==> config.mk <==
export PLATFORM = sky130hd
export DESIGN_NAME = multicycle_control
export DESIGN_NICKNAME = d
export VERILOG_FILES = /design/src/rtl/multicycle_control.sv
export SDC_FILE = /design/constraint.sdc
export NUM_CORES = 1
export LEC_CHECK = 0
export ABC_CLOCK_PERIOD_IN_PS = 5400
export CORE_MARGIN = 1
export CORE_UTILIZATION = 45
export CTS_CLUSTER_DIAMETER = 150
export DETAILED_ROUTE_END_ITERATION = 10
export GPL_ROUTABILITY_DRIVEN = 0
export PLACE_DENSITY = 0.75
export SYNTH_ARGS = -nofsm -noshare
export SYNTH_HDL_FRONTEND = slang
export SYNTH_SLANG_ARGS = --single-unit
==> constraint.sdc <==
create_clock -name clk -period 5.4 [get_ports clk]
set_clock_uncertainty 0.1 [all_clocks]
set_input_delay 0.81 -clock clk [delete_from_list [all_inputs] [get_ports clk]]
set_output_delay 0.81 -clock clk [all_outputs]
set_load 0.03 [all_outputs]
==> src/rtl/multicycle_control.sv <==
// Multi-cycle RV32I sequencing controller.
// One state per pipeline phase, with ready handshakes to both memories.
module multicycle_control #(
    parameter int CNT_WIDTH = 32
) (
    input  logic                 clk,
    input  logic                 rstn,
    input  logic [6:0]           opcode,
    input  logic                 alu_check,
    input  logic                 imem_ready,
    input  logic                 dmem_ready,
    output logic                 imem_req,
    output logic                 ir_write,
    output logic                 pc_write,
    output logic [1:0]           pc_src,
    output logic                 alu_src_a,
    output logic [1:0]           alu_src_b,
    output logic [1:0]           alu_op,
    output logic                 mem_read,
    output logic                 mem_write,
    output logic                 reg_write,
    output logic [1:0]           wb_sel,
    output logic [2:0]           state,
    output logic                 illegal,
    output logic [CNT_WIDTH-1:0] instret
);

    typedef enum logic [2:0] {
        S_IF  = 3'd0,
        S_ID  = 3'd1,
        S_EX  = 3'd2,
        S_MEM = 3'd3,
        S_WB  = 3'd4,
        S_ERR = 3'd7
    } state_t;

    localparam logic [6:0] OP_R     = 7'b0110011;
    localparam logic [6:0] OP_I     = 7'b0010011;
    localparam logic [6:0] OP_LOAD  = 7'b0000011;
    localparam logic [6:0] OP_STORE = 7'b0100011;
    localparam logic [6:0] OP_BR    = 7'b1100011;
    localparam logic [6:0] OP_JAL   = 7'b1101111;
    localparam logic [6:0] OP_JALR  = 7'b1100111;
    localparam logic [6:0] OP_LUI   = 7'b0110111;
    localparam logic [6:0] OP_AUIPC = 7'b0010111;

    localparam logic [CNT_WIDTH-1:0] ONE = {{(CNT_WIDTH-1){1'b0}}, 1'b1};

    state_t     st;
    logic [6:0] op_q;

    logic is_r, is_i, is_ld, is_st, is_br;
    logic is_jal, is_jalr, is_lui, is_auipc;
    logic id_legal;

    assign is_r     = (op_q == OP_R);
    assign is_i     = (op_q == OP_I);
    assign is_ld    = (op_q == OP_LOAD);
    assign is_st    = (op_q == OP_STORE);
    assign is_br    = (op_q == OP_BR);
    assign is_jal   = (op_q == OP_JAL);
    assign is_jalr  = (op_q == OP_JALR);
    assign is_lui   = (op_q == OP_LUI);
    assign is_auipc = (op_q == OP_AUIPC);

    always_comb begin
        id_legal = 1'b0;
        case (opcode)
            OP_R, OP_I, OP_LOAD, OP_STORE, OP_BR,
            OP_JAL, OP_JALR, OP_LUI, OP_AUIPC:
                id_legal = 1'b1;
            default:
                id_legal = 1'b0;
        endcase
    end

    assign state = st;

    always_ff @(posedge clk) begin
        if (!rstn) begin
            st      <= S_IF;
            op_q    <= '0;
            illegal <= 1'b0;
            instret <= '0;
        end else begin
            case (st)
                S_IF: begin
                    if (imem_ready)
                        st <= S_ID;
                end
                S_ID: begin
                    op_q <= opcode;
                    if (id_legal) begin
                        st <= S_EX;
                    end else begin
                        st      <= S_ERR;
                        illegal <= 1'b1;
                    end
                end
                S_EX: begin
                    if (is_ld || is_st) begin
                        st <= S_MEM;
                    end else if (is_br || is_jal || is_jalr) begin
                        st      <= S_IF;
                        instret <= instret + ONE;
                    end else begin
                        st <= S_WB;
                    end
                end
                S_MEM: begin
                    if (dmem_ready) begin
                        if (is_st) begin
                            st      <= S_IF;
                            instret <= instret + ONE;
                        end else begin
                            st <= S_WB;
                        end
                    end
                end
                S_WB: begin
                    st      <= S_IF;
                    instret <= instret + ONE;
                end
                S_ERR: st <= S_ERR;
                default: st <= S_IF;
            endcase
        end
    end

    // ALU selects chosen in EX, reused in WB so the result stays valid
    logic       ex_a;
    logic [1:0] ex_b;
    logic [1:0] ex_op;

    always_comb begin
        ex_a  = 1'b0;
        ex_b  = 2'b00;
        ex_op = 2'b00;
        unique case (1'b1)
            is_r:          ex_op = 2'b10;
            is_i:          begin ex_b = 2'b01; ex_op = 2'b10; end
            is_ld, is_st:  ex_b = 2'b01;
            is_lui:        begin ex_b = 2'b01; ex_op = 2'b11; end
            is_auipc:      begin ex_a = 1'b1; ex_b = 2'b01; end
            is_br:         ex_op = 2'b01;
            is_jalr:       ex_b = 2'b01;
            default:       ex_b = 2'b00;
        endcase
    end

    always_comb begin
        imem_req  = 1'b0;
        ir_write  = 1'b0;
        pc_write  = 1'b0;
        pc_src    = 2'b00;
        alu_src_a = 1'b0;
        alu_src_b = 2'b00;
        alu_op    = 2'b00;
        mem_read  = 1'b0;
        mem_write = 1'b0;
        reg_write = 1'b0;
        wb_sel    = 2'b00;
        case (st)
            S_IF: begin
                imem_req  = 1'b1;
                alu_src_a = 1'b1;
                alu_src_b = 2'b10;
                ir_write  = imem_ready;
                pc_write  = imem_ready;
            end
            S_EX: begin
                alu_src_a = ex_a;
                alu_src_b = ex_b;
                alu_op    = ex_op;
                if (is_br) begin
                    pc_src   = 2'b01;
                    pc_write = alu_check;
                end
                if (is_jal) begin
                    pc_src    = 2'b01;
                    pc_write  = 1'b1;
                    reg_write = 1'b1;
                    wb_sel    = 2'b10;
                end
                if (is_jalr) begin
                    pc_src    = 2'b10;
                    pc_write  = 1'b1;
                    reg_write = 1'b1;
                    wb_sel    = 2'b10;
                end
            end
            S_MEM: begin
                alu_src_b = 2'b01;
                mem_read  = is_ld;
                mem_write = is_st;
            end
            S_WB: begin
                alu_src_a = ex_a;
                alu_src_b = ex_b;
                alu_op    = ex_op;
                reg_write = 1'b1;
                wb_sel    = is_ld ? 2'b01 : 2'b00;
            end
            default: ;
        endcase
        if (!rstn) begin
            imem_req  = 1'b0;
            ir_write  = 1'b0;
            pc_write  = 1'b0;
            mem_read  = 1'b0;
            mem_write = 1'b0;
            reg_write = 1'b0;
        end
    end

endmodule
=== After elaboration in Yosys (flattened, before gate mapping) ===
Index checks and enable logic that the tools add are counted.
Widths: inputs -> output; s select.

* Register bits: 43
* Latch bits: 0
* Bits in writable memories: 0
* ROM bits: 0
* Output and inout port bits: 51
* Logic and storage cells: 90
* Memories: 0

* Add/subtract/negate cells: 1
* $mul: 0
* Divide/modulo/power cells: 0
* $lt $le $gt $ge: 0
* Equal/unequal tests: 28
* Shift operators: 0
* Mux-type cells: 44
* Bitwise gates (word level): 1
* Reductions and logical operators: 12

{| class="wikitable"
|+ Operators by type and width
! kind !! count
|-
| $mux 32 || 4
|-
| $pmux 32 s3 || 1
|-
| $eq 7x6->1 const B || 6
|-
| $eq 7x7->1 const B || 6
|-
| $add 32x1->32 const B || 1
|-
| $eq 7x5->1 const B || 4
|-
| $mux 1 || 20
|-
| $mux 3 || 6
|-
| $pmux 3 s5 || 1
|-
| $eq 7x2->1 const B || 2
|-
| $mux 2 || 6
|-
| $pmux 2 s3 || 2
|-
| $ne 2x2->1 const B || 5
|-
| $reduce_or 9->1 || 1
|-
| $eq 3x2->1 const B || 2
|-
| $eq 3x3->1 const B || 2
|-
| $pmux 1 s2 || 3
|-
| $reduce_or 6->1 || 1
|-
| $reduce_and 5->1 || 1
|-
| $pmux 2 s2 || 1
|-
| $reduce_and 2->1 || 2
|-
| $reduce_or 2->1 || 2
|-
| $eq 3x1->1 const B || 1
|-
| $logic_not 3->1 || 1
|-
| other kinds (3) || 5
|}

=== Longest topological paths before layout ===
Gate-level depths: netlist of the first run.

* Depth in word-level cells: 6
* Depth in mapped cells: 8

=== Worst setup path after synthesis of the first run ===
OpenSTA, ideal clock, no wires.

* Path type: reg-to-output
* Start point: register st[1], in the netlist state[1]
* End point: output pc_write
* Arrival time: 2.296 ns
* Data required time: 4.490 ns
* Slack: 2.194 ns
* Stages on the path, launching flop included: 5
* Path buffers: 1
* Path through: dfxtp_1 -> clkbuf_1 -> nor3_1 -> and3_1 -> o21bai_1

* Longest elaborated chain between the ends: 3

{| class="wikitable"
|+ Ends and longest elaborated chain
! item !! line !! RTL
|-
| start, declared || 49 || <nowiki>state_t st;</nowiki>
|-
| start signal, assigned || 81 || <nowiki>st <= S_IF;</nowiki>
|-
| start signal, assigned || 89 || <nowiki>st <= S_ID;</nowiki>
|-
| start signal, assigned || 94 || <nowiki>st <= S_EX;</nowiki>
|-
| $eq 3x2->1 / $logic_not 3->1 (equally long branches) || 163 || <nowiki>case (st)</nowiki>
|-
| $pmux 1 s2 (*) || 163 ||
|-
| $mux 1 (*) || 206 || <nowiki>if (!rstn) begin</nowiki>
|-
| end, declared || 14 || <nowiki>output logic pc_write,</nowiki>
|}

Mark *: on every way between the ends. The rest lies on a longest branch, timed or not.

=== Worst setup path in the final report of the first run ===
* Start point: input rstn
* End point: output mem_read

* Longest elaborated chain between the ends: 1

{| class="wikitable"
|+ Ends and longest elaborated chain
! item !! line !! RTL
|-
| start, declared || 7 || <nowiki>input logic rstn,</nowiki>
|-
| $mux 1 || 206 ||
|-
| end, declared || 19 || <nowiki>output logic mem_read,</nowiki>
|}

No other way between the ends.

==> results.rst, run 1 <==
.. list-table::
   :header-rows: 1

   * - Metric
     - Value
   * - Run status
     - finished, final reports clean
   * - Worst Path Arrival
     - 2.74 ns
   * - Synthesis-to-finish area growth
     - 30.1%
   * - Max Fanout on Critical Path
     - 16
   * - Endpoint class of the critical path
     - output pin
   * - Core Box Area
     - 5140 sq um
   * - Top flip-flop cell by instance count after synthesis
     - dfxtp_1
   * - Hold Violations, Final
     - 0
   * - Initial antenna violation count
     - 0
   * - Most common cell type on the critical path
     - clkdlybuf4s50_1
   * - Synth area leaders
     - dfxtp_1 35%, a21oi_1 6.4%, or4_1 5.3%
   * - Final-stage net count
     - 373
   * - Area occupied by registers
     - 861 sq um
   * - Total of cells resized after clock tree synthesis
     - 0
   * - Total negative slack for setup checks
     - 0 ns
   * - Number of port buffers
     - 62
   * - TritonRoute pass-1 iters
     - 5
   * - DRC Markers
     - 0
   * - Fraction of the yosys area taken by sequential cells
     - 35.4%
   * - Latest clock arrival within the worst-skew pair
     - 0.30 ns
   * - Layout cell share with drive strength beyond 1
     - 2.78%
   * - Number of H-tree levels
     - 2
   * - Slew @ Worst Pin
     - 1.01 ns
   * - TritonCTS clock tree
     - done
   * - Global-route wire length before repair
     - 10100 microns
   * - Cell area after technology mapping
     - 2430 sq um
   * - Kind of launch point of the worst setup path
     - primary input
   * - Post-layout min period
     - 3.65 ns
   * - Area of combinational cells with multiple inputs
     - 1440 sq um
   * - Leak Pwr
     - 0.00100 uW
   * - Critical path's largest stage delay
     - 0.84 ns
   * - Drt first-iter violations
     - 227
   * - TritonCTS Buffers
     - 5
   * - Top achievable clock speed
     - 274 MHz
   * - Die outline area
     - 5690 sq um
   * - Mapped Avg Cell Area
     - 7.86 sq um
   * - Worst slew margin relative to its limit
     - 32.5%
   * - Standard-cell row count
     - 26
   * - Commonest non-fill, non-tap cell in the layout
     - clkdlybuf4s50_1
   * - Cell taking the most area after synthesis
     - dfxtp_1
   * - Detailed-route wire length
     - 6260 microns
   * - FF-to-FF End
     - instret[23]
   * - Fin crit share
     - 67.6%
   * - Setup repair after global routing missed its margin
     - no
   * - Gate count after technology mapping
     - 309
   * - Max-cap violations
     - 0
   * - Power per Cell Area
     - 336 nW/um^2
   * - Count of synthesis-stage warnings from yosys
     - 0
   * - Antenna diode count
     - 0
   * - Synthesized net count
     - 322
   * - Global-route congestion overflow total
     - 0
   * - Cells along the critical path
     - clkdlybuf4s50_1 -> nand2_1 -> nor3_1 -> clkdlybuf4s50_1
   * - Path category of the worst min-delay check
     - reg2reg
   * - Final Slew Violations
     - 0
   * - Worst path buffer plus inverter count
     - 2
   * - Commonest non-fill, non-tap cells in the layout
     - 62 x clkdlybuf4s50_1, 43 x dfxtp_1, 31 x a21oi_1
   * - Peak ir drop on the vdd network
     - 0.217 mV
   * - # fillers
     - 504
   * - Crit path required time
     - 4.49 ns
   * - Post-detailed-route via-to-cell ratio
     - 5.90
   * - Detail-routed net length per standard cell
     - 14.6 microns
   * - Post-CTS setup buffers
     - 0
   * - Number of flip-flops and latches in the synthesized netlist
     - 43
   * - Vias in the first global route
     - 2175
   * - Number of unique standard cell types used by synthesis
     - 51
   * - Largest net degree at the start of global routing
     - 55
   * - Die outline width
     - 75.5 microns
   * - Detailed placement HPWL
     - 4330 microns
   * - Number of top-level pins
     - 63
   * - Number of nets with antenna violations after routing
     - 0
   * - Worst Reg2Reg Path Length in Cells
     - 5
   * - Cell type of the slowest stage on the worst timing path
     - clkdlybuf4s50_1
   * - R2R setup slack
     - 2.65 ns
   * - Number of buffers on the longest clock path
     - 2
   * - Endpoint of the worst hold path
     - illegal
   * - Die Ht
     - 75.5 microns
   * - Starting utilization of the core area
     - 47.2%
   * - Crit-path leading delay family
     - buffers and inverters
   * - EDFF count, synth
     - 0
   * - Total global routing track utilization
     - 23.2%
   * - Number of sinks driven by the clock tree
     - 43
   * - Routed via count
     - 2538
   * - Worst reg2reg startpoint
     - instret[10]
   * - Root cell of the clock tree
     - clkbuf_8
   * - Count of cells along the worst hold path
     - 2
   * - Hold-fix buffers at CTS
     - 0
   * - Final setup violation count
     - 0
   * - Type of the setup path with the least slack
     - in2out
   * - Clock Pin Slew Worst Setup and Hold Paths
     - 0.07 ns
   * - Fraction of post-synthesis cell area in the top cell type by area
     - 35.4%
   * - Start point of the worst hold path
     - illegal
   * - Share of synthesized flip-flops with an asynchronous set or reset
     - 0%
   * - Worst hold slack after final layout
     - 0.370 ns
layout make-up:
class                   count  share of cell area [%]
clock buffers               6                    2.30
clock inverters             1                   0.950
inverters                  12                    1.43
multi-input cells         235                    45.4
flip-flops and latches     43                    27.2
well taps                  70                    2.77
repair buffers             63                    19.9
stage by stage:
stage | area [sq um] | setup WS [ns] | utilization, % | power [uW] | instances
floorplan | 2430 | 2.19 | - | 708 | 309
global route | 3160 | 1.65 | 61.5 | 1120 | 430
detailed placement | 3060 | 1.77 | 59.5 | 821 | 423
CTS | 3160 | 1.76 | 61.5 | 1060 | 430
global placement | 3060 | 1.80 | 59.5 | 817 | 423
finish | 3160 | 1.75 | 61.5 | 1060 | 430
how the worst max path moves through the flow:
stage,startpoint,to,cells after the start
CTS,rstn,mem_read,4
detailed placement,rstn,mem_read,4
floorplan,state[1],pc_write,4
global placement,rstn,pc_write,4
finish,rstn,mem_read,4
global route,rstn,mem_read,4
metal layers:
metal | vias up | global-route usage [%] | part of all wire (%)
met2 | 89 | 36.9 | 46
met1 | 1186 | 32.1 | 47
li1 | 1254 | - | -
met4 | 0 | 6.17 | 1.3
met3 | 9 | 4.76 | 6.6
met5 | - | 0 | 0
cells by family after synthesis:
| family | count (synthesis) | share of synthesized area, % |
|---|---|---|
| AND/OR/NAND/NOR | 138 | 31.1 |
| AO/OA/AOI/OAI | 84 | 22.7 |
| flip-flops | 43 | 35.4 |
| buffers and inverters | 31 | 5.46 |
| multiplexers | 9 | 3.71 |
| XOR/XNOR | 3 | 1.08 |
| adder cells (fa/ha/maj) | 1 | 0.515 |
registers in the layout, indices dropped and copies added, names as in the netlist:
register  flops
op_q          7
state         3
instret      32
illegal       1
Yosys cell counts, types with 9 or more instances:
cell	count
or4_1	17
nand4_1	10
nand3_1	17
clkbuf_1	12
nor2_1	23
mux2i_1	9
a21oi_1	31
nand2_1	23
o31ai_1	15
inv_1	11
o21ai_0	13
dfxtp_1	43
tightest hold or removal path: stages, from the launching register on:
cell and delay (ns):
dfxtp_1 0.33, nor2_1 0.04, nor2_1 0.07
report_power, final:
| part | switching [uW] | internal (uW) | total, uW |
|---|---|---|---|
| registers | 56.3 | 345 | 402 |
| logic | 257 | 160 | 417 |
| clock network | 107 | 136 | 242 |
Power figures use the tool's default switching activity.
==> run 2: changes to the inputs <==
Settings changed: ABC_CLOCK_PERIOD_IN_PS 5400 to 3550.
Clock period 5.4 ns to 3.55 ns, I/O delays scaled along.
==> run 2 against run 1 <==
  * Die area unchanged
  * Sequential share of layout area decreased by 0.18 points
  * Via count decreased by 1.0%
  * Worst hold slack improved by 0.015 ns
  * Register-to-register slack got worse by 1.8 ns
  * Routed wire length increased by 1.3%
  * Setup slack got worse by 1.1 ns
  * Critical path type is now reg2out
==> results.rst, run 2 (synthesized netlist as in run 1, its figures left out) <==
.. list-table::
   :header-rows: 1

   * - Metric
     - Value
   * - Psw
     - 648 uW (was 420 uW)
   * - Global-route congestion overflow total
     - 0 (unchanged)
   * - Final-stage net count
     - 376 (was 373)
   * - Power per Cell Area
     - 504 nW/um^2 (was 336 nW/um^2)
   * - Hold Violations, Final
     - 0 (unchanged)
   * - R2R setup slack
     - 0.84 ns (was 2.65 ns)
   * - Latest clock arrival within the worst-skew pair
     - 0.30 ns (about the same)
   * - Clock share of power
     - 21.6% (was 22.8%)
   * - Commonest non-fill, non-tap cells in the layout
     - 61 x clkdlybuf4s50_1, 43 x dfxtp_1, 31 x a21oi_1 (was 62 x clkdlybuf4s50_1, 43 x dfxtp_1, 31 x a21oi_1)
   * - Die outline area
     - 5690 sq um (unchanged)
   * - Utilization after layout
     - 61.9% (was 61.5%)
   * - Post-layout min period
     - 2.90 ns
   * - Part of the total power dissipated in combinational logic
     - 40.3% (was 39.3%)
   * - Initial antenna violation count
     - 0 (unchanged)
   * - Hold-fix buffers at CTS
     - 0 (unchanged)
   * - Total of cells resized after clock tree synthesis
     - 0 (unchanged)
   * - Slew @ Worst Pin
     - 0.819 ns (was 1.01 ns)
   * - Max FFs per register
     - 32 (unchanged)
   * - Post-CTS setup buffers
     - 0 (unchanged)
   * - Detailed placement HPWL
     - 4350 microns (was 4330 microns)
   * - Largest net degree at the start of global routing
     - 55 (unchanged)
   * - Core Box Area
     - 5140 sq um (unchanged)
   * - Starting utilization of the core area
     - 47.2% (unchanged)
   * - Fin crit share
     - 81.7%
   * - Routed via count
     - 2512 (was 2538)
   * - Global-route wire length before repair
     - 10000 microns (was 10100 microns)
   * - Kind of launch point of the worst setup path
     - flip-flop (was primary input)
   * - Final Slew Violations
     - 0 (unchanged)
   * - Worst slew margin relative to its limit
     - 45.2% (was 32.5%)
   * - Number of nets with antenna violations after routing
     - 0 (unchanged)
   * - Post-detailed-route via-to-cell ratio
     - 5.79 (was 5.90)
   * - Number of sinks driven by the clock tree
     - 43 (unchanged)
   * - FF-to-FF End
     - instret[23] (unchanged)
   * - Endpoint of the worst hold path
     - illegal (unchanged)
   * - Drt first-iter violations
     - 168 (was 227)
   * - Detail-routed net length per standard cell
     - 14.6 microns (about the same)
   * - Worst Path Arrival
     - 2.27 ns (was 2.74 ns)
   * - Die outline width
     - 75.5 microns (unchanged)
   * - Type of the setup path with the least slack
     - reg2out (was in2out)
   * - Standard-cell row count
     - 26 (unchanged)
   * - Crit path required time
     - 2.92 ns (was 4.49 ns)
   * - Max-cap violations
     - 0 (unchanged)
   * - Total global routing track utilization
     - 22.8% (was 23.2%)
   * - Synthesis-to-finish area growth
     - 31.0% (was 30.1%)
   * - # fillers
     - 490 (was 504)
   * - Number of port buffers
     - 62 (unchanged)
   * - P_int
     - 954 uW (was 641 uW)
   * - Antenna diode count
     - 0 (unchanged)
   * - Detailed-route wire length
     - 6340 microns (was 6260 microns)
   * - TritonCTS clock tree
     - done (unchanged)
   * - Endpoint class of the critical path
     - output pin (unchanged)
   * - Worst Reg2Reg Path Length in Cells
     - 5 (unchanged)
   * - Area of combinational cells with multiple inputs
     - 1440 sq um (unchanged)
   * - Run status
     - finished, final reports clean (unchanged)
   * - Path category of the worst min-delay check
     - reg2reg (unchanged)
   * - Number of top-level pins
     - 63 (unchanged)
   * - Total negative slack for setup checks
     - 0 ns (unchanged)
   * - Vias in the first global route
     - 2122 (was 2175)
   * - Leak Pwr
     - 0.00102 uW (was 0.00100 uW)
   * - Setup repair after global routing missed its margin
     - no (unchanged)
   * - Start point of the worst hold path
     - illegal (unchanged)
   * - Switching part of the total power
     - 40.5% (was 39.6%)
   * - TritonRoute pass-1 iters
     - 5 (unchanged)
   * - TritonCTS Buffers
     - 5 (unchanged)
   * - Commonest non-fill, non-tap cell in the layout
     - clkdlybuf4s50_1 (unchanged)
   * - Layout cell share with drive strength beyond 1
     - 4.40% (was 2.78%)
   * - Area occupied by registers
     - 861 sq um (unchanged)
   * - Number of buffers on the longest clock path
     - 2 (unchanged)
   * - Part of the total power dissipated in sequential elements
     - 38.0% (was 37.8%)
   * - Die Ht
     - 75.5 microns (unchanged)
   * - Worst reg2reg startpoint
     - instret[3] (was instret[10])
   * - Count of cells along the worst hold path
     - 2 (unchanged)
   * - Peak ir drop on the vdd network
     - 0.372 mV (was 0.217 mV)
   * - Clock Pin Slew Worst Setup and Hold Paths
     - 0.08 ns (was 0.07 ns)
   * - Final setup violation count
     - 0 (unchanged)
   * - Number of H-tree levels
     - 2 (unchanged)
   * - Max Fanout on Critical Path
     - 9 (was 16)
   * - DRC Markers
     - 0 (unchanged)
   * - Top achievable clock speed
     - 345 MHz
   * - Root cell of the clock tree
     - clkbuf_8 (unchanged)
   * - Register with the most flip-flops
     - instret (unchanged)
[run 2: changes by cell type in the layout (fill, tap and decap cells not counted)]
| cell | delta |
|---|---|
| buf_4 | +4 |
| bufinv_16 | -1 |
| clkbuf_1 | -1 |
| clkbuf_8 | +2 |
| clkdlybuf4s50_1 | -1 |
| clkinvlp_4 | +1 |
[run 2: metal layers]
metal / routed length, microns / global-route usage (%) / part of all wire, % / vias to the layer above
met5: 0 / 0 / 0 / -
met1: 3030 / 30.9 / 48 / 1173
met2: 2980 / 36.0 / 47 / 72
li1: - / - / - / 1265
met4: 22 / 8.64 / 0.35 / 0
met3: 306 / 4.10 / 4.8 / 2
[run 2: worst max path at each step]
stage               startpoint      endpoint  slack, ns  depth (start not counted)
floorplan             state[1]      pc_write       0.62                          4
global placement    dmem_ready   instret[16]       0.84                          5
detailed placement        rstn      pc_write       0.79                          4
CTS                    op_q[5]  alu_src_b[0]       0.65                          5
global route          state[1]      pc_write       0.54                          5
finish                 op_q[5]  alu_src_b[0]       0.65                          5
[run 2: metrics by stage]
stage	cell area (sq um)	power (uW)	hold WS, ns	cells	worst slack [ns]
2_1_floorplan	2430	1080	0.367	309	0.621
3_3_place_gp	3080	1250	0.362	426	0.842
3_5_place_dp	3080	1260	0.373	426	0.787
4_1_cts	3180	1610	0.392	434	0.655
5_1_grt	3180	1700	0.427	434	0.539
6_report	3180	1600	0.386	434	0.651
[run 2: power groups by stage]
stage                     registers (uW)  clock network, uW  logic, uW
final                                609                346        646
after global routing                 621                378        700
after CTS                            609                359        645
after detailed placement             619                  0        642
after global placement               617                  0        633
after floorplan                      616                  0        460
[run 2: worst max-delay path, stage by stage (launching register included)]
cell and delay (ns):
dfxtp_1 0.49, and3b_1 0.26, o21ai_0 0.11, a221o_1 0.32
o21ai_0 0.09, clkdlybuf4s50_1 0.70
[run 2: area by class of cell]
class	count	area share, %
multi-input combinational	235	45.1
sequential	43	27.1
timing repair buffer	66	20.4
clock buffer	7	3.03
tap	70	2.75
inverter	12	1.42
clock inverter	1	0.236
==> run 3: changes to the inputs <==
Settings changed: ABC_CLOCK_PERIOD_IN_PS 3550 to 2900.
Clock period 3.55 ns to 2.9 ns, I/O delays scaled along.
==> run 3 against run 2 <==
  * Sequential power up 22%
  * Design area up 0.63%
  * Non-clock buffer count up 3
  * Power up 22%
  * Utilization up 0.39 points
  * Worst hold slack worse by 0.010 ns
  * Combinational power up 26%
  * Critical path type unchanged
  * Largest cell class unchanged
  * Highest routed layer unchanged
==> results.rst, run 3 (synthesized netlist as in run 1, its figures left out) <==
.. list-table::
   :header-rows: 1

   * - Metric
     - Value
   * - Max Fanout on Critical Path
     - 7 (was 9)
   * - TritonRoute pass-1 iters
     - 5 (unchanged)
   * - Inst Count DP
     - 429 (was 426)
   * - Critical path's largest stage delay
     - 0.69 ns (was 0.70 ns)
   * - Count of cells along the worst hold path
     - 2 (unchanged)
   * - Start point of the critical path
     - op_q[6] (was op_q[5])
   * - Number of sinks driven by the clock tree
     - 43 (unchanged)
   * - Standard-cell row count
     - 26 (unchanged)
   * - Post-CTS setup buffers
     - 0 (unchanged)
   * - Cells along the critical path
     - and3b_1 -> o21ai_0 -> a221o_1 -> o21ai_0 -> clkdlybuf4s50_1 (unchanged)
   * - Power per Cell Area
     - 611 nW/um^2 (was 504 nW/um^2)
   * - Type of the setup path with the least slack
     - reg2out (unchanged)
   * - Worst slew margin relative to its limit
     - 63.9% (was 45.2%)
   * - Synthesis-to-finish area growth
     - 31.8% (was 31.0%)
   * - Number of port buffers
     - 62 (unchanged)
   * - Met1 usage
     - 32.7% (was 30.9%)
   * - Total negative slack for setup checks
     - 0 ns (unchanged)
   * - Largest net degree at the start of global routing
     - 55 (unchanged)
   * - Routed via count
     - 2562 (was 2512)
   * - Commonest non-fill, non-tap cells in the layout
     - 61 x clkdlybuf4s50_1, 42 x dfxtp_1, 31 x a21oi_1 (was 61 x clkdlybuf4s50_1, 43 x dfxtp_1, 31 x a21oi_1)
   * - Latest clock arrival within the worst-skew pair
     - 0.30 ns (about the same)
   * - Die outline area
     - 5690 sq um (unchanged)
   * - Cell type of the slowest stage on the worst timing path
     - clkdlybuf4s50_1 (unchanged)
   * - Slew @ Worst Pin
     - 0.537 ns (was 0.819 ns)
   * - Peak ir drop on the vdd network
     - 0.360 mV (was 0.372 mV)
   * - Detailed placement HPWL
     - 4410 microns (was 4350 microns)
   * - Number of H-tree levels
     - 2 (unchanged)
   * - Clock Pin Slew Worst Setup and Hold Paths
     - 0.08 ns (about the same)
   * - Max FFs per register
     - 32 (unchanged)
   * - Path category of the worst min-delay check
     - reg2reg (unchanged)
   * - DRC Markers
     - 0 (unchanged)
   * - Final Slew Violations
     - 0 (unchanged)
   * - Die outline width
     - 75.5 microns (unchanged)
   * - Starting utilization of the core area
     - 47.2% (unchanged)
   * - Post-layout min period
     - 2.73 ns
   * - Core Box Area
     - 5140 sq um (unchanged)
   * - Detailed-route wire length
     - 6400 microns (was 6340 microns)
   * - Detail-routed net length per standard cell
     - 14.7 microns (was 14.6 microns)
   * - Post-detailed-route via-to-cell ratio
     - 5.86 (was 5.79)
   * - Top achievable clock speed
     - 366 MHz
   * - Die Ht
     - 75.5 microns (unchanged)
   * - Fin crit share
     - 94.2%
   * - Vias in the first global route
     - 2179 (was 2122)
   * - P_int
     - 1160 uW (was 954 uW)
   * - Final setup violation count
     - 0 (unchanged)
   * - Final design instance area without fill
     - 3200 sq um (was 3180 sq um)
   * - Global-route congestion overflow total
     - 0 (unchanged)
   * - Worst Reg2Reg Path Length in Cells
     - 5 (unchanged)
   * - Max-cap violations
     - 0 (unchanged)
   * - Cell area reported after detailed placement
     - 3100 sq um (was 3080 sq um)
   * - Final cell count without fillers
     - 437 (was 434)
   * - Switching part of the total power
     - 40.7% (was 40.5%)
   * - Number of nets with antenna violations after routing
     - 0 (unchanged)
   * - Part of the total power dissipated in sequential elements
     - 37.9% (was 38.0%)
   * - Psw
     - 795 uW (was 648 uW)
   * - Run status
     - finished, final reports clean (unchanged)
   * - Met2 track demand over resource
     - 35.9% (was 36.0%)
   * - Kind of launch point of the worst setup path
     - flip-flop (unchanged)
   * - Number of buffers on the longest clock path
     - 2 (unchanged)
   * - FF-to-FF End
     - instret[16] (was instret[23])
   * - Most congested layer reported by global routing
     - met2 (unchanged)
   * - Register with the most flip-flops
     - instret (unchanged)
   * - Most common cell type on the critical path
     - o21ai_0 (unchanged)
   * - Clock share of power
     - 20.4% (was 21.6%)
   * - Crit path required time
     - 2.37 ns (was 2.92 ns)
   * - Number of top-level pins
     - 63 (unchanged)
   * - Final-stage net count
     - 379 (was 376)
   * - TritonCTS clock tree
     - done (unchanged)
   * - Hold-fix buffers at CTS
     - 0 (unchanged)
   * - Setup repair after global routing missed its margin
     - no (unchanged)
   * - Total of cells resized after clock tree synthesis
     - 0 (unchanged)
   * - Total global routing track utilization
     - 23.0% (was 22.8%)
   * - Crit-path leading delay family
     - buffers and inverters (unchanged)
   * - Initial antenna violation count
     - 0 (unchanged)
   * - Met3 demand-to-capacity share in global routing
     - 3.97% (was 4.10%)
   * - Endpoint class of the critical path
     - output pin (unchanged)
   * - Worst Path Arrival
     - 2.20 ns (was 2.27 ns)
   * - Commonest non-fill, non-tap cell in the layout
     - clkdlybuf4s50_1 (unchanged)
   * - Start point of the worst hold path
     - illegal (unchanged)
   * - Worst path buffer plus inverter count
     - 1 (unchanged)
   * - # fillers
     - 493 (was 490)
   * - R2R setup slack
     - 0.39 ns (was 0.84 ns)
   * - Global-route wire length before repair
     - 10100 microns (was 10000 microns)
   * - Worst reg2reg startpoint
     - state[1] (was instret[3])
   * - Root cell of the clock tree
     - clkbuf_8 (unchanged)
   * - Leak Pwr
     - 0.00103 uW (was 0.00102 uW)
   * - Drt first-iter violations
     - 168 (unchanged)
   * - Hold Violations, Final
     - 0 (unchanged)
   * - Part of the total power dissipated in combinational logic
     - 41.7% (was 40.3%)
   * - Layout cell share with drive strength beyond 1
     - 5.45% (was 4.40%)
   * - Endpoint of the worst hold path
     - illegal (unchanged)
   * - TritonCTS Buffers
     - 5 (unchanged)
   * - Antenna diode count
     - 0 (unchanged)
-- run 3: stage by stage --
stage | total power [uW] | hold WS [ns] | setup slack (ns) | util, %
after floorplan | 1320 | 0.367 | 0.0685 | -
after global placement | 1550 | 0.352 | 0.307 | 60.3
after detailed placement | 1560 | 0.360 | 0.288 | 60.3
after CTS | 1960 | 0.378 | 0.107 | 62.1
after global routing | 2070 | 0.424 | 0.0452 | 62.3
final | 1960 | 0.375 | 0.170 | 62.3
-- run 3: routing by layer --
metal | vias up | wire length (microns) | part of all wire, %
met5 | - | 0 | 0
met4 | 0 | 61 | 0.95
met3 | 7 | 273 | 4.3
met2 | 72 | 2910 | 45
met1 | 1215 | 3160 | 49
li1 | 1268 | - | -
-- run 3: power groups by stage --
stage | logic (uW) | clock network, uW | registers (uW)
6_report | 815 | 399 | 742
5_1_grt | 884 | 434 | 756
4_1_cts | 811 | 409 | 738
3_5_place_dp | 806 | 0 | 750
3_3_place_gp | 797 | 0 | 749
2_1_floorplan | 564 | 0 | 754
-- run 3: worst max path at each step --
stage | to | cells past startpoint
global route | alu_src_b[0] | 5
floorplan | pc_write | 4
global placement | instret[16] | 5
finish | alu_src_b[0] | 5
CTS | alu_src_b[0] | 4
detailed placement | instret[16] | 5
-- run 3: tightest hold or removal path, cell delays in order, from the launching register on --
cell	delay [ns]
dfxtp_1	0.33
nor2_1	0.05
nor2_1	0.07
-- run 3: final cells by class --
type,instances,area (sq um),area share (%)
multi-input combinational,235,1440,45.0
sequential,43,862,26.9
timing repair buffer,69,671,21.0
tap,70,87.6,2.74
clock buffer,7,86.3,2.70
inverter,12,45.0,1.41
clock inverter,1,8.76,0.274
